`config.mk`:
```
export PLATFORM = sky130hd
export DESIGN_NAME = mem_pair_sched
export DESIGN_NICKNAME = d
export VERILOG_FILES = /design/src/rtl/mem_pair_sched.sv
export SDC_FILE = /design/constraint.sdc
export NUM_CORES = 1
export LEC_CHECK = 0
export ABC_AREA = 1
export BUFFER_PORTS_ARGS = -buffer_cell sky130_fd_sc_hd__buf_2
export CORE_AREA = 2 2 191 193
export CTS_CLUSTER_DIAMETER = 80
export DETAILED_ROUTE_END_ITERATION = 7
export DIE_AREA = 0 0 193 195
export PLACE_DENSITY = 0.33
export REMOVE_ABC_BUFFERS = 1
export SLEW_MARGIN = 30
export SYNTH_ARGS = -nofsm -noshare
export SYNTH_HDL_FRONTEND = slang
export SYNTH_SLANG_ARGS = --single-unit
```
`constraint.sdc`:
```
create_clock -name clk -period 1.25 [get_ports clk]
set_clock_uncertainty 0.05 [all_clocks]
set_input_delay 0.125 -clock clk [delete_from_list [all_inputs] [get_ports clk]]
set_output_delay 0.125 -clock clk [all_outputs]
set_load 0.05 [all_outputs]
```
`src/rtl/mem_pair_sched.sv`:
```
// ----------------------------------------------------------------------------
// mem_pair_sched
//
// Load-then-reduce scheduler for a column-organised scratch memory.
//
// A job loads IMG_COLS column words (IMG_ROWS 32-bit lanes each) into memory
// addresses 0..IMG_COLS-1. It then runs a pairwise tree reduction: in stage s
// (span = 2^s) it issues one read pair (i, i+span) per cycle for
// i = 0, 2*span, 4*span, ... The external compute unit returns the combined
// column LAT cycles after the issue, and the result is written back to address i.
// Each stage is drained fully before the next one starts, so stage s+1 always
// reads results that are already committed. After the last stage, column 0
// holds the reduction of all columns.
//
// Ports
//   clk         clock, rising edge
//   rst         asynchronous, active-high reset
//   start       begin a job (sampled only in IDLE)
//   busy        high whenever the scheduler is not IDLE
//   done        one-cycle pulse when the job completes
//   in_valid    loader column valid
//   in_ready    loader column accepted when in_valid && in_ready
//   in_col      loader column data
//   op_issue    addr1/addr2 carry a valid read pair this cycle
//   res_data    compute result, valid LAT cycles after its op_issue
//   addr1/2     memory read addresses (0 when op_issue is low)
//   we          memory write enable
//   addr_write  memory write address
//   write_data  memory write data (0 when we is low)
// ----------------------------------------------------------------------------
module mem_pair_sched #(
    parameter int IMG_ROWS = 4,
    parameter int IMG_COLS = 4,
    parameter int LAT      = 2
) (
    input  logic                     clk,
    input  logic                     rst,
    input  logic                     start,
    output logic                     busy,
    output logic                     done,
    input  logic                     in_valid,
    output logic                     in_ready,
    input  logic [IMG_ROWS-1:0][31:0] in_col,
    output logic                     op_issue,
    input  logic [IMG_ROWS-1:0][31:0] res_data,
    output logic [31:0]              addr1,
    output logic [31:0]              addr2,
    output logic                     we,
    output logic [31:0]              addr_write,
    output logic [IMG_ROWS-1:0][31:0] write_data
);

    localparam int AW = $clog2(IMG_COLS);             // column address width
    localparam int SW = (AW > 1) ? $clog2(AW) : 1;    // stage index width

    typedef enum logic [2:0] {IDLE, LOAD, REDUCE, DRAIN, FIN} state_t;

    state_t                  state_q, state_d;
    logic [AW-1:0]           load_cnt_q, load_cnt_d;
    logic [SW-1:0]           stage_q, stage_d;
    logic [AW-1:0]           idx_q, idx_d;

    // Delay line that tracks in-flight pairs: slot LAT-1 lines up with res_data.
    logic [LAT-1:0]          dl_vld_q;
    logic [LAT-1:0][AW-1:0]  dl_addr_q;

    logic [AW:0]             span;
    logic [AW:0]             idx_next;
    logic [AW-1:0]           pair_hi;
    logic [LAT-1:0]          dl_not_last;

    assign span     = (AW+1)'(1) << stage_q;
    assign idx_next = {1'b0, idx_q} + (span << 1);
    assign pair_hi  = idx_q + span[AW-1:0];

    // Entries still in flight after this cycle's writeback leaves the line.
    // The stage is finished once nothing but the outgoing slot is occupied.
    always_comb begin
        dl_not_last          = dl_vld_q;
        dl_not_last[LAT-1]   = 1'b0;
    end

    // NOTE: every signal driven here gets a default first, so no path through
    // the case statement can leave a value unassigned and infer a latch.
    always_comb begin
        state_d    = state_q;
        load_cnt_d = load_cnt_q;
        stage_d    = stage_q;
        idx_d      = idx_q;
        busy       = (state_q != IDLE);
        done       = 1'b0;
        in_ready   = 1'b0;
        op_issue   = 1'b0;
        addr1      = '0;
        addr2      = '0;
        we         = 1'b0;
        addr_write = '0;
        write_data = '0;

        unique case (state_q)
            IDLE: begin
                if (start) begin
                    state_d    = LOAD;
                    load_cnt_d = '0;
                end
            end
            LOAD: begin
                in_ready = 1'b1;
                if (in_valid) begin
                    we         = 1'b1;
                    addr_write = 32'(load_cnt_q);
                    write_data = in_col;
                    load_cnt_d = load_cnt_q + 1'b1;
                    if (load_cnt_q == AW'(IMG_COLS - 1)) begin
                        state_d = REDUCE;
                        stage_d = '0;
                        idx_d   = '0;
                    end
                end
            end
            REDUCE: begin
                op_issue = 1'b1;
                addr1    = 32'(idx_q);
                addr2    = 32'(pair_hi);
                idx_d    = idx_next[AW-1:0];
                if (idx_next >= (AW+1)'(IMG_COLS)) begin
                    state_d = DRAIN;
                    idx_d   = '0;
                end
            end
            DRAIN: begin
                if (dl_not_last == '0) begin
                    if (stage_q == SW'(AW - 1)) begin
                        state_d = FIN;
                    end else begin
                        stage_d = stage_q + 1'b1;
                        state_d = REDUCE;
                    end
                end
            end
            FIN: begin
                done    = 1'b1;
                state_d = IDLE;
            end
            default: state_d = IDLE;
        endcase

        // Writebacks only occur while the delay line is non-empty, which is
        // confined to REDUCE/DRAIN, so they never collide with a LOAD write.
        if (dl_vld_q[LAT-1]) begin
            we         = 1'b1;
            addr_write = 32'(dl_addr_q[LAT-1]);
            write_data = res_data;
        end
    end

    // NOTE: state registers use non-blocking assignments so every flop samples
    // the pre-edge values, independent of the order of statements.
    always_ff @(posedge clk or posedge rst) begin
        if (rst) begin
            state_q    <= IDLE;
            load_cnt_q <= '0;
            stage_q    <= '0;
            idx_q      <= '0;
            dl_vld_q   <= '0;
        end else begin
            state_q    <= state_d;
            load_cnt_q <= load_cnt_d;
            stage_q    <= stage_d;
            idx_q      <= idx_d;
            for (int i = LAT - 1; i > 0; i--) begin
                dl_vld_q[i] <= dl_vld_q[i-1];
            end
            dl_vld_q[0] <= op_issue;
        end
    end

    // NOTE: the address slots are deliberately left out of reset; they are
    // only looked at when the matching valid bit is set, and clearing those
    // valid bits is what cancels in-flight writebacks.
    always_ff @(posedge clk) begin
        for (int i = LAT - 1; i > 0; i--) begin
            dl_addr_q[i] <= dl_addr_q[i-1];
        end
        dl_addr_q[0] <= idx_q;
    end

endmodule

```
**After elaboration in Yosys (flattened, before gate mapping)**

Index checks and enable logic that the tools add are counted.

- $add $sub $neg: 4
- Multiply operators: 0
- Div/mod/pow operators: 0
- Order comparisons: 1
- Equality and inequality tests: 10
- Shifts and indexed selects: 1
- Multiplexer cells: 33
- Bitwise logic cells: 0
- Reduce and logical (&&, ||, !) cells: 10

Operators by type and width:

| cell | count |
|---|---|
| $mux W128 | 3 |
| $mux W32 | 1 |
| $mux W2 | 9 |
| $mux W3 | 6 |
| $pmux W3 S4 | 1 |
| $mux W1 | 10 |
| $ne A2 B2 Y1 const B | 5 |
| $pmux W2 S2 | 2 |
| $eq A3 B2 Y1 const B | 2 |
| $reduce_and A3 Y1 | 2 |
| $reduce_bool A2 Y1 | 3 |
| $reduce_and A5 Y1 | 1 |
| $reduce_and A4 Y1 | 1 |
| $add A2 B3 Y3 | 1 |
| $eq A3 B1 Y1 const B | 1 |
| $eq A3 B3 Y1 const B | 1 |
| $ge A3 B3 Y1 const B | 1 |
| $logic_not A3 Y1 | 1 |
| $reduce_bool A3 Y1 | 1 |
| $add A2 B1 Y2 const B | 1 |
| $add A2 B2 Y2 | 1 |
| $eq A2 B2 Y1 const B | 1 |
| $logic_not A2 Y1 | 1 |
| $pmux W1 S2 | 1 |
| 2 further kinds | 2 |

- Bits in registers: 14
- Bits in latches: 0
- RAM bits: 0
- ROM bits: 0
- Bits of input ports: 260
- Output and inout bits: 229
- Logic and storage cells: 66
- Memories: 0

**Depth between registers and ports, before layout**

Gate-level depths: netlist (run 1).

- Word-level depth: 5
- Depth in mapped cells: 8
- Gate-level depth less buffers: 7

**Worst setup path after synthesis (run 1)**

No wires, ideal clock.

- Path kind: flip-flop to output port
- Start: register state_q[1]
- End: output port write_data[0] (netlist bit)
- Arrival: 2.136 ns
- Data required time: 1.075 ns
- Path slack: -1.061 ns
- Cell stages (with the launch flop): 8
- Buffers on the path: 2
- Cells stage by stage: dfrtp_1 buf_6 inv_4 nand3_4 inv_4 nand2_4 clkbuf_1 o21ai_0

RTL lines:

| what | line | text |
|---|---|---|
| from (decl) | 58 | `state_t state_q, state_d;` |
| from (signal assigned) | 167 | `state_q <= state_d;` |
| to (decl) | 50 | `output logic [IMG_ROWS-1:0][31:0] write_data` |

==> results of run 1 <==
[cells in the mapped netlist (all sizes together)]
library cell / number / area share
dfrtp: 9 / 0.064
nand3: 5 / 0.011
ha: 2 / 0.0071
conb: 1 / 0.0011
nor2: 11 / 0.012
buf: 126 / 0.26
nor3: 1 / 0.0014
or2: 1 / 0.0018
nand4: 1 / 0.0018
dfxtp: 2 / 0.011
clkbuf: 10 / 0.011
a21oi: 2 / 0.0029
inv: 17 / 0.020
nand2: 278 / 0.30
o21ai: 136 / 0.29
[per-stage QoR]
| stage | power, uW | setup WS (ps) | utilization | TNS [ps] | std cells |
|---|---|---|---|---|---|
| after floorplan | 9870 | -3280 | - | -405760 | 556 |
| after global placement | 16200 | -434 | 0.171 | -42630 | 1464 |
| after detailed placement | 16200 | -468 | 0.171 | -43460 | 1464 |
| after CTS | 19600 | -582 | 0.200 | -67010 | 1476 |
| after global routing | 22600 | -586 | 0.222 | -73940 | 1486 |
| final | 21400 | -510 | 0.222 | -62400 | 1486 |
[per-layer routing]
metal | global-route usage | wire length [um] | vias to the layer above
li1 | - | - | 2574
met1 | 0.105 | 7640 | 2388
met2 | 0.169 | 10700 | 224
met3 | 0.00971 | 1380 | 6
met4 | 0.00533 | 58 | 2
met5 | 0 | 13 | -
[critical path: stages, from the launching register on]
cell	delay, ps
dfrtp_1	400
inv_4	70
nand3_4	100
clkinv_8	100
nand2_8	110
clkbuf_16	210
o21ai_4	180
buf_12	160
[report_power, final]
group | internal (uW) | switching, uW | total [uW] | leakage, uW
combinational | 7380 | 12800 | 20200 | 0.00391
sequential | 529 | 117 | 646 | 0.000130
clock | 429 | 162 | 591 | 0.0000382
[worst max-delay path by stage]
stage | start | to | slack [ps] | cells past startpoint
6_report | state_q[1] | write_data[97] | -510 | 7
5_1_grt | state_q[1] | write_data[97] | -590 | 7
4_1_cts | state_q[1] | write_data[75] | -580 | 7
3_5_place_dp | state_q[1] | write_data[10] | -470 | 7
3_3_place_gp | state_q[1] | write_data[10] | -430 | 7
2_1_floorplan | dl_vld_q[1] | write_data[0] | -3280 | 3
[timing repair]
action                                  CTS  global route
gates resized for setup                 278           168
gates cloned                              3            10
hold endpoints to repair                  9             0
hold buffers                              1             0
buffers inserted                          4             1
pin swaps                                 1             5
endpoints found under the setup margin  144           145
[sequential cells by signal, indices dropped and copies added (netlist names)]
name and count:
state_q 3, dl_addr_q 2, dl_vld_q 2, load_cnt_q 2
idx_q 1, stage_q 1
[layout make-up]
class	instances	area (sq um)
fillers	4039	27500
well taps	461	577
repair buffers	463	3850
inverters	17	81.3
clock buffers	4	78.8
flip-flops and latches	11	269
multi-input cells	530	3000
[cells by family (layout without fill, tap and decap cells)]
group / count (synthesis) / after routing
compound gates: 138 / 138
fa+ha+maj: 2 / 2
buf+inv: 153 / 484
flops: 11 / 11
other cells: 1 / 91
simple gates: 297 / 299
==> results.md, run 1 <==
- Outcome: finished, violations left
- Failing checks: setup timing
- Distinct cells, synth: 24
- Post-DP HPWL: ~15 mm
- Final RePlAce weighted congestion: 0.773
- Total GRT Usage: 0.0867
- Most frequent cells in the layout: 259 x buf_2, 241 x nand2_1, 131 x buf_6
- Worst hold start: dl_addr_q[1]
- Post-Synth XOR/XNOR Area: 0
- Seq/Total Area, Yosys: 0.0757
- Critical path type: flop to output port
- R2r setup slk: -140 ps
- Worst VDD drop: ~1.3 mV
- Initial antenna violation count: 1
- FF+latch count, synth: 11
- WP data required: around 1100 ps
- Die Y: about 200 um
- Standard-cell row count: 69
- CTS sink count: 11
- Routed wire per std cell: between 10 and 15 um
- Pin count of the biggest net entering global routing: 43
- Largest fanout on the critical path: 6
- Drt pass-1 iters: 4
- CTS tree: built
- Count of final setup violators: roughly 140
- Core area: 35400 sq um
- Max-cap viol count: 0
- Post-layout net count: roughly 1.3k
- Simple-gate area share of the yosys netlist: 0.328
- Vias in the first global route: about 4.8k
- Main combinational cell family by area after synthesis: simple AND/OR/NAND/NOR gates
- Slew Limit Fails: 0
- Final worst setup slack: -510 ps
- Number of diodes: 0
- Starting density of the core: 0.0990
- Die ar.: 37600 sq um
- Most common cell after layout, fill and taps aside: buf_2
- DR vias/cell: approximately 3.5
- Max frequency: between 500 and 600 MHz
- Placed cell areas: 6040 sq um
- Hold Path Depth: 0
- Crit path DAT: roughly 1600 ps
- Root Buffer Master: clkbuf_16
- Vias: 5194
- Final Hold Fails: 0
- Post-route clock period utilization: 1.41
- Die X: 193 um
- Longest Clk Path Bufs: 2
- Pwr dens: roughly 2700 nW/um^2
- Global-route wire length before repair: roughly 26 mm
- Clk slew on worst S/H paths: 40 ps
- Worst r2r dst: state_q[1]
- Clock latency on the worst-skew pair: around 240 ps
- Synth-to-layout area growth: 124%
- Drt total wl: between 15 and 20 mm
- CP startpoint kind: flop
- Min-delay worst type: flop to flop
- Hold path endpoint: dl_addr_q[3]
- Syn Area/Cell: between 5 and 6 sq um
- Synth Instances: between 600 and 700
- CP Capture Type: output port
- Total gr overflow: 0
- Final ANT Viol Nets: 0
- RSZ-0062 raised after global routing: yes
- Clock period minus worst slack: around 1800 ps
- DRT iter0 DRCs: 65
- Finished Cell Area: just under 8000 sq um
- Cell Area, Synth: roughly 3500 sq um
- Hold WS: 274 ps
- Reg2reg start: state_q[1]
- Post-synthesis adder-cell area fraction: 0.00714
- Worst reg-to-reg path cell count: 9
- # port buffers: between 300 and 400
- Warning count from the yosys run: 0
- TritonCTS Buffers: 3
- Residual DRC count: 0
- I/O pin cnt: 489
- Post-synthesis compound-gate area fraction: 0.293
- Mux contribution to synthesized area: 0
- Layout cells sized above 1: 0.630
- CTS H-tree lvls: 1
- Lkg Pwr: 0.00408 uW
Power figures use the tool's default switching activity.
==> inputs of run 2 (changes only) <==
==> constraint.sdc (replaced) <==
create_clock -name clk -period 1.25 [get_ports clk]
set_clock_uncertainty 0.05 [all_clocks]
set_input_delay 0.1875 -clock clk [delete_from_list [all_inputs] [get_ports clk]]
set_output_delay 0.1875 -clock clk [all_outputs]
set_load 0.05 [all_outputs]
==> run 2 against run 1 <==
The flow still finishes with violations (setup timing). Critical path depth rose by 1. Routed wire length grew 1.3%. First-iteration DRC count increased by 140%. Maximum frequency down 6.3%. Sequential share of layout area is essentially flat. Largest cell class unchanged.
==> results.md, run 2 (synthesis gave the netlist of run 1 again) <==
- Largest Register: state_q
- Largest fanout on the critical path: 6
- Total GRT Usage: 0.0849
- Clock power frac: 0.028
- Most common cell after layout, fill and taps aside: nand2_1
- CTS sink count: 11
- Drt pass-1 iters: 4
- # port buffers: just under 400
- Longest Clk Path Bufs: 2
- Count of final setup violators: between 100 and 150
- Pwr dens: 2740 nW/um^2
- WP data required: 1010 ps
- Routed wire per std cell: 13.4 um
- Max frequency: roughly 530 MHz
- Pin count of the biggest net entering global routing: 56
- Vias: about 5.2k
- Die ar.: ~38000 sq um
- Total power: 21500 uW
- Placed cell areas: 6110 sq um
- Critical path type: flop to output port
- I/O pin cnt: just under 500
- TritonCTS Buffers: 3
- Int Pwr: about 8400 uW
- Vias in the first global route: around 4.6k
- Clock period minus worst slack: 1880 ps
- Switching Power: 13100 uW
- RSZ-0062 raised after global routing: yes
- CTS tree: built
- DRT iter0 DRCs: about 160
- Initial antenna violation count: 1
- Clock latency on the worst-skew pair: about 240 ps
- Lkg Pwr: 0.00408 uW
- Die Y: slightly below 200 um
- Max-cap viol count: 0
- Standard-cell row count: 69
- Combinational power share: 0.941
- Reg power frac: 0.031
- Final RePlAce weighted congestion: slightly below 0.8
- Number of diodes: 0
- Synth-to-layout area growth: 124%
- Worst VDD drop: approximately 1.3 mV
- Layout cells sized above 1: 0.599
- Slew Limit Fails: 0
- Die X: 193 um
- Drt total wl: about 20 mm
- CP Capture Type: output port
- Most frequent cells in the layout: 269 x nand2_1, 259 x buf_2, 134 x buf_6
- Final ANT Viol Nets: 0
- CTS H-tree lvls: 1
- Switching part of the total: 0.609
- Min-delay worst type: flop to flop
- Total gr overflow: 0
- Outcome: finished, violations left
- Finished Cell Area: 7850 sq um
- Failing checks: setup timing
- DR vias/cell: approximately 3.5
- Starting density of the core: 0.0990
- Root Buffer Master: clkbuf_16
- Post-DP HPWL: about 15 mm
- Final worst setup slack: -627 ps
- Fillers: 4034
- Core area: around 35000 sq um
- Global-route wire length before repair: approximately 25 mm
- Clk slew on worst S/H paths: 40 ps
- CP startpoint kind: flop
- Number of flip-flops under the largest register name: 3
- Post-route clock period utilization: 1.50
- Residual DRC count: 0
- Post-layout net count: between 1k and 1.5k
- Crit path DAT: between 1500 and 2000 ps
- Final Hold Fails: 0
run 2: cell types whose count changed in the layout (fill, tap and decap cells not counted), moves of 3 or more:
cell	delta
nand2_2	-28
buf_8	+9
buf_6	+3
clkbuf_16	-3
o21ai_2	-17
o21ai_1	+7
o21ai_4	+12
nand2_1	+28
nor2_2	-4
buf_12	-4
run 2: routing by layer:
layer | GRT usage | wire length, um | up-vias
li1 | - | - | 2574
met1 | 0.101 | 7890 | 2341
met2 | 0.166 | 10600 | 232
met3 | 0.0106 | 1440 | 6
met4 | 0.00701 | 59 | 2
met5 | 0 | 13 | -
run 2: area by class of cell:
type                       instances  area [sq um]  share of cell area
timing repair buffer             469          3850               0.491
multi-input combinational        529          2990               0.381
tap                              461           577              0.0735
sequential                        11           269              0.0343
inverter                          17          81.3              0.0104
clock buffer                       4          78.8              0.0100
run 2: timing repair:
item	CTS	global route
hold endpoints to repair	9	0
gates resized for setup	243	196
endpoints found under the setup margin	144	145
pin swaps	1	16
setup buffers	0	14
hold buffers	1	0
gates cloned	0	6
run 2: worst max-delay path: stages, from the launching register on:
cell	delay [ps]
dfrtp_1	410
inv_4	70
nand3_4	90
inv_6	90
nand2_8	90
clkbuf_16	190
buf_12	140
o21ai_4	130
buf_6	170
run 2: worst paths after layout:
path | from | to | slack, ps | depth (start not counted)
worst max-delay path | state_q[1] | write_data[96] | -630 | 8
worst min-delay path | dl_addr_q[1] | dl_addr_q[3] | 280 | 0
worst max register to register | state_q[1] | stage_q | -360 | 13
worst min register to register | dl_addr_q[1] | dl_addr_q[3] | 280 | 0
max in group asynchronous | rst | dl_vld_q[1] | 370 | 3
min in group asynchronous | rst | dl_vld_q[0] | 440 | 3
run 2: power by group through the flow:
stage	Combinational [uW]	Sequential, uW	Clock (uW)
finish	20200	662	595
global route	21400	691	634
CTS	17800	657	606
detailed placement	15700	659	0
global placement	15700	657	0
floorplan	8980	887	0
run 2: through the flow:
step	setup TNS (ps)	instances	util	setup WS, ps	hold slack [ps]
floorplan	-414260	556	-	-3350	-34.6
global placement	-49470	1468	0.172	-497	145
detailed placement	-51330	1468	0.172	-569	152
CTS	-78660	1473	0.196	-648	274
global route	-92580	1491	0.222	-713	294
finish	-78780	1491	0.222	-627	278
==> inputs of run 3 (changes only) <==
--- a/config.mk
+++ b/config.mk
@@ -7,11 +7,13 @@
 export LEC_CHECK = 0
 export ABC_AREA = 1
 export BUFFER_PORTS_ARGS = -buffer_cell sky130_fd_sc_hd__buf_2
+export CELL_PAD_IN_SITES_DETAIL_PLACEMENT = 0
+export CELL_PAD_IN_SITES_GLOBAL_PLACEMENT = 1
 export CORE_AREA = 2 2 191 193
 export CTS_CLUSTER_DIAMETER = 80
 export DETAILED_ROUTE_END_ITERATION = 7
 export DIE_AREA = 0 0 193 195
-export PLACE_DENSITY = 0.33
+export PLACE_DENSITY_LB_ADDON = 0.1
 export REMOVE_ABC_BUFFERS = 1
 export SLEW_MARGIN = 30
 export SYNTH_ARGS = -nofsm -noshare
==> constraint.sdc (replaced) <==
create_clock -name clk -period 2.1 [get_ports clk]
set_clock_uncertainty 0.05 [all_clocks]
set_input_delay 0.315 -clock clk [delete_from_list [all_inputs] [get_ports clk]]
set_output_delay 0.315 -clock clk [all_outputs]
set_load 0.05 [all_outputs]
==> run 3 against run 2 <==
The flow finishes with violations (hold timing). Combinational power is 51% lower. Die area stayed put. Sequential share of layout area is 0.78 points higher. Total power is 51% lower. Cell count is 2.4% lower.
==> results.md, run 3 (synthesis gave the netlist of run 1 again) <==
- WP data required: ~1700 ps
- Die ar.: about 38000 sq um
- Global-route wire length before repair: roughly 31 mm
- Pre-CTS setup slack: between 100 and 150 ps
- Clock power frac: 0.033
- Drt pass-1 iters: 4
- Post-layout net count: ~1.3k
- Clk slew on worst S/H paths: about 50 ps
- Reg power frac: 0.039
- Slew Limit Fails: 0
- Max frequency: 483 MHz
- Total gr overflow: 0
- CTS H-tree lvls: 1
- Synth-to-layout area growth: 82.3%
- Residual DRC count: 0
- Final worst setup slack: a little under 30 ps
- Count of final setup violators: 0
- Total GRT Usage: 0.109
- Final Hold Fails: 5
- Worst setup startpoint: state_q[1]
- Largest fanout on the critical path: 31
- Vias: slightly below 5k
- CP startpoint kind: flop
- Hold WS: -7.22 ps
- Failing checks: hold timing
- Reg area: ~270 sq um
- Fin util: 0.181
- TritonCTS Buffers: 3
- Post-route clock period utilization: 0.986
- Die Y: about 200 um
- Vias in the first global route: roughly 4.7k
- RSZ-0062 raised after global routing: yes
- Outcome: finished, violations left
- Post-DP HPWL: between 15 and 20 mm
- Pin count of the biggest net entering global routing: between 50 and 60
- Worst r2r dst: state_q[1]
- Switching part of the total: 0.685
- Clock latency on the worst-skew pair: 240 ps
- Most common cell after layout, fill and taps aside: buf_2
- Initial antenna violation count: 7
- Die X: around 190 um
- Routed wire per std cell: ~16 um
- Number of flip-flops under the largest register name: 3
- # port buffers: 397
- Drt total wl: 23.7 mm
- CTS sink count: 11
- Switching Power: approximately 7300 uW
- Root Buffer Master: clkbuf_16
- CTS hold repair buffers: 0
- DRT iter0 DRCs: slightly below 100
- Placed Cells: roughly 1.4k
- Combinational power share: 0.928
- Footprint of the multi-input gates: about 2600 sq um
- I/O pin cnt: slightly below 500
- Layout cells sized above 1: 0.540
- Critical Path End: write_data[4]
- Clock period minus worst slack: 2070 ps
- CTS tree: built
- Final RePlAce weighted congestion: around 0.76
- Final ANT Viol Nets: 0
- DR vias/cell: ~3.4
- Pwr dens: 1660 nW/um^2
- Starting density of the core: 0.0990
- Int Pwr: approximately 3300 uW
- CP Capture Type: output port
- Fillers: 4217
- Largest Register: state_q
- R2r setup slk: a little over 700 ps
- Max-cap viol count: 0
- Worst VDD drop: between 0.5 and 0.6 mV
- Core area: approximately 35000 sq um
- Critical path type: flop to output port
- Worst reg-to-reg path cell count: 8
- Total power: 10600 uW
- Min-delay worst type: primary input to asynchronous set/reset pin
- Layout Cells excl Fill: 1455
- Most frequent cells in the layout: 312 x buf_2, 276 x nand2_1, 91 x conb_1
- Lkg Pwr: 0.00362 uW
- Crit path DAT: 1710 ps
- Longest Clk Path Bufs: 2
- Reg2reg start: state_q[0]
- Standard-cell row count: 69
run 3: cell count changes in the layout (fill, tap and decap cells not counted), moves of 6 or more:
cell      change
buf_8        -16
nand2_1       +7
o21ai_1       +6
buf_4        +28
buf_6       -112
o21ai_0      +23
buf_2        +53
o21ai_4      -27
clkbuf_4     +16
run 3: area by class of cell:
type / count / area share
repair buffers: 430 / 0.436
multi-input cells: 529 / 0.405
well taps: 461 / 0.0903
flip-flops and latches: 11 / 0.0421
inverters: 17 / 0.0135
clock buffers: 4 / 0.0123
diodes: 3 / 0.00117
run 3: critical path: stages (launching register included):
cell and delay, ps:
dfrtp_1 400, inv_4 80, nand3_4 100, inv_8 100, nand2_8 130, buf_12 220, o21ai_0 180, buf_4 220
run 3: worst min-delay path by stage:
stage,slack [ps],cells past startpoint,start,to
floorplan,90,1,rst,dl_vld_q[0]
global route,30,2,rst,idx_q[1]
finish,-7,2,rst,idx_q[1]
detailed placement,260,0,dl_addr_q[1],dl_addr_q[3]
global placement,260,0,dl_addr_q[1],dl_addr_q[3]
CTS,20,2,rst,state_q[1]
run 3: power groups by stage:
stage	clock (uW)	combinational [uW]	sequential [uW]
2_1_floorplan	0	6170	580
3_3_place_gp	0	9170	422
3_5_place_dp	0	9090	420
4_1_cts	358	9600	421
5_1_grt	369	10400	435
6_report	350	9830	417
run 3: per-stage QoR:
stage | cell area [sq um] | setup TNS (ps)
final | 6390 | 0
after global routing | 6390 | -294
after CTS | 6150 | -55.1
after detailed placement | 5800 | 0
after global placement | 5800 | 0
after floorplan | 2880 | -317790
run 3: repair_timing:
| item | 4_1_cts | 5_1_grt |
|---|---|---|
| gates resized for setup | 82 | 49 |
| setup endpoints to repair | 98 | 109 |
| buffers inserted | 2 | 2 |
| pin swaps | 3 | 0 |
| gates cloned | 2 | 4 |
run 3: routing by layer:
metal | up-vias | track usage | wire length, um
li1 | 2502 | - | -
met1 | 2164 | 0.118 | 8720
met2 | 209 | 0.223 | 13100
met3 | 12 | 0.0223 | 1790
met4 | 8 | 0.00617 | 57
met5 | - | 0 | 54
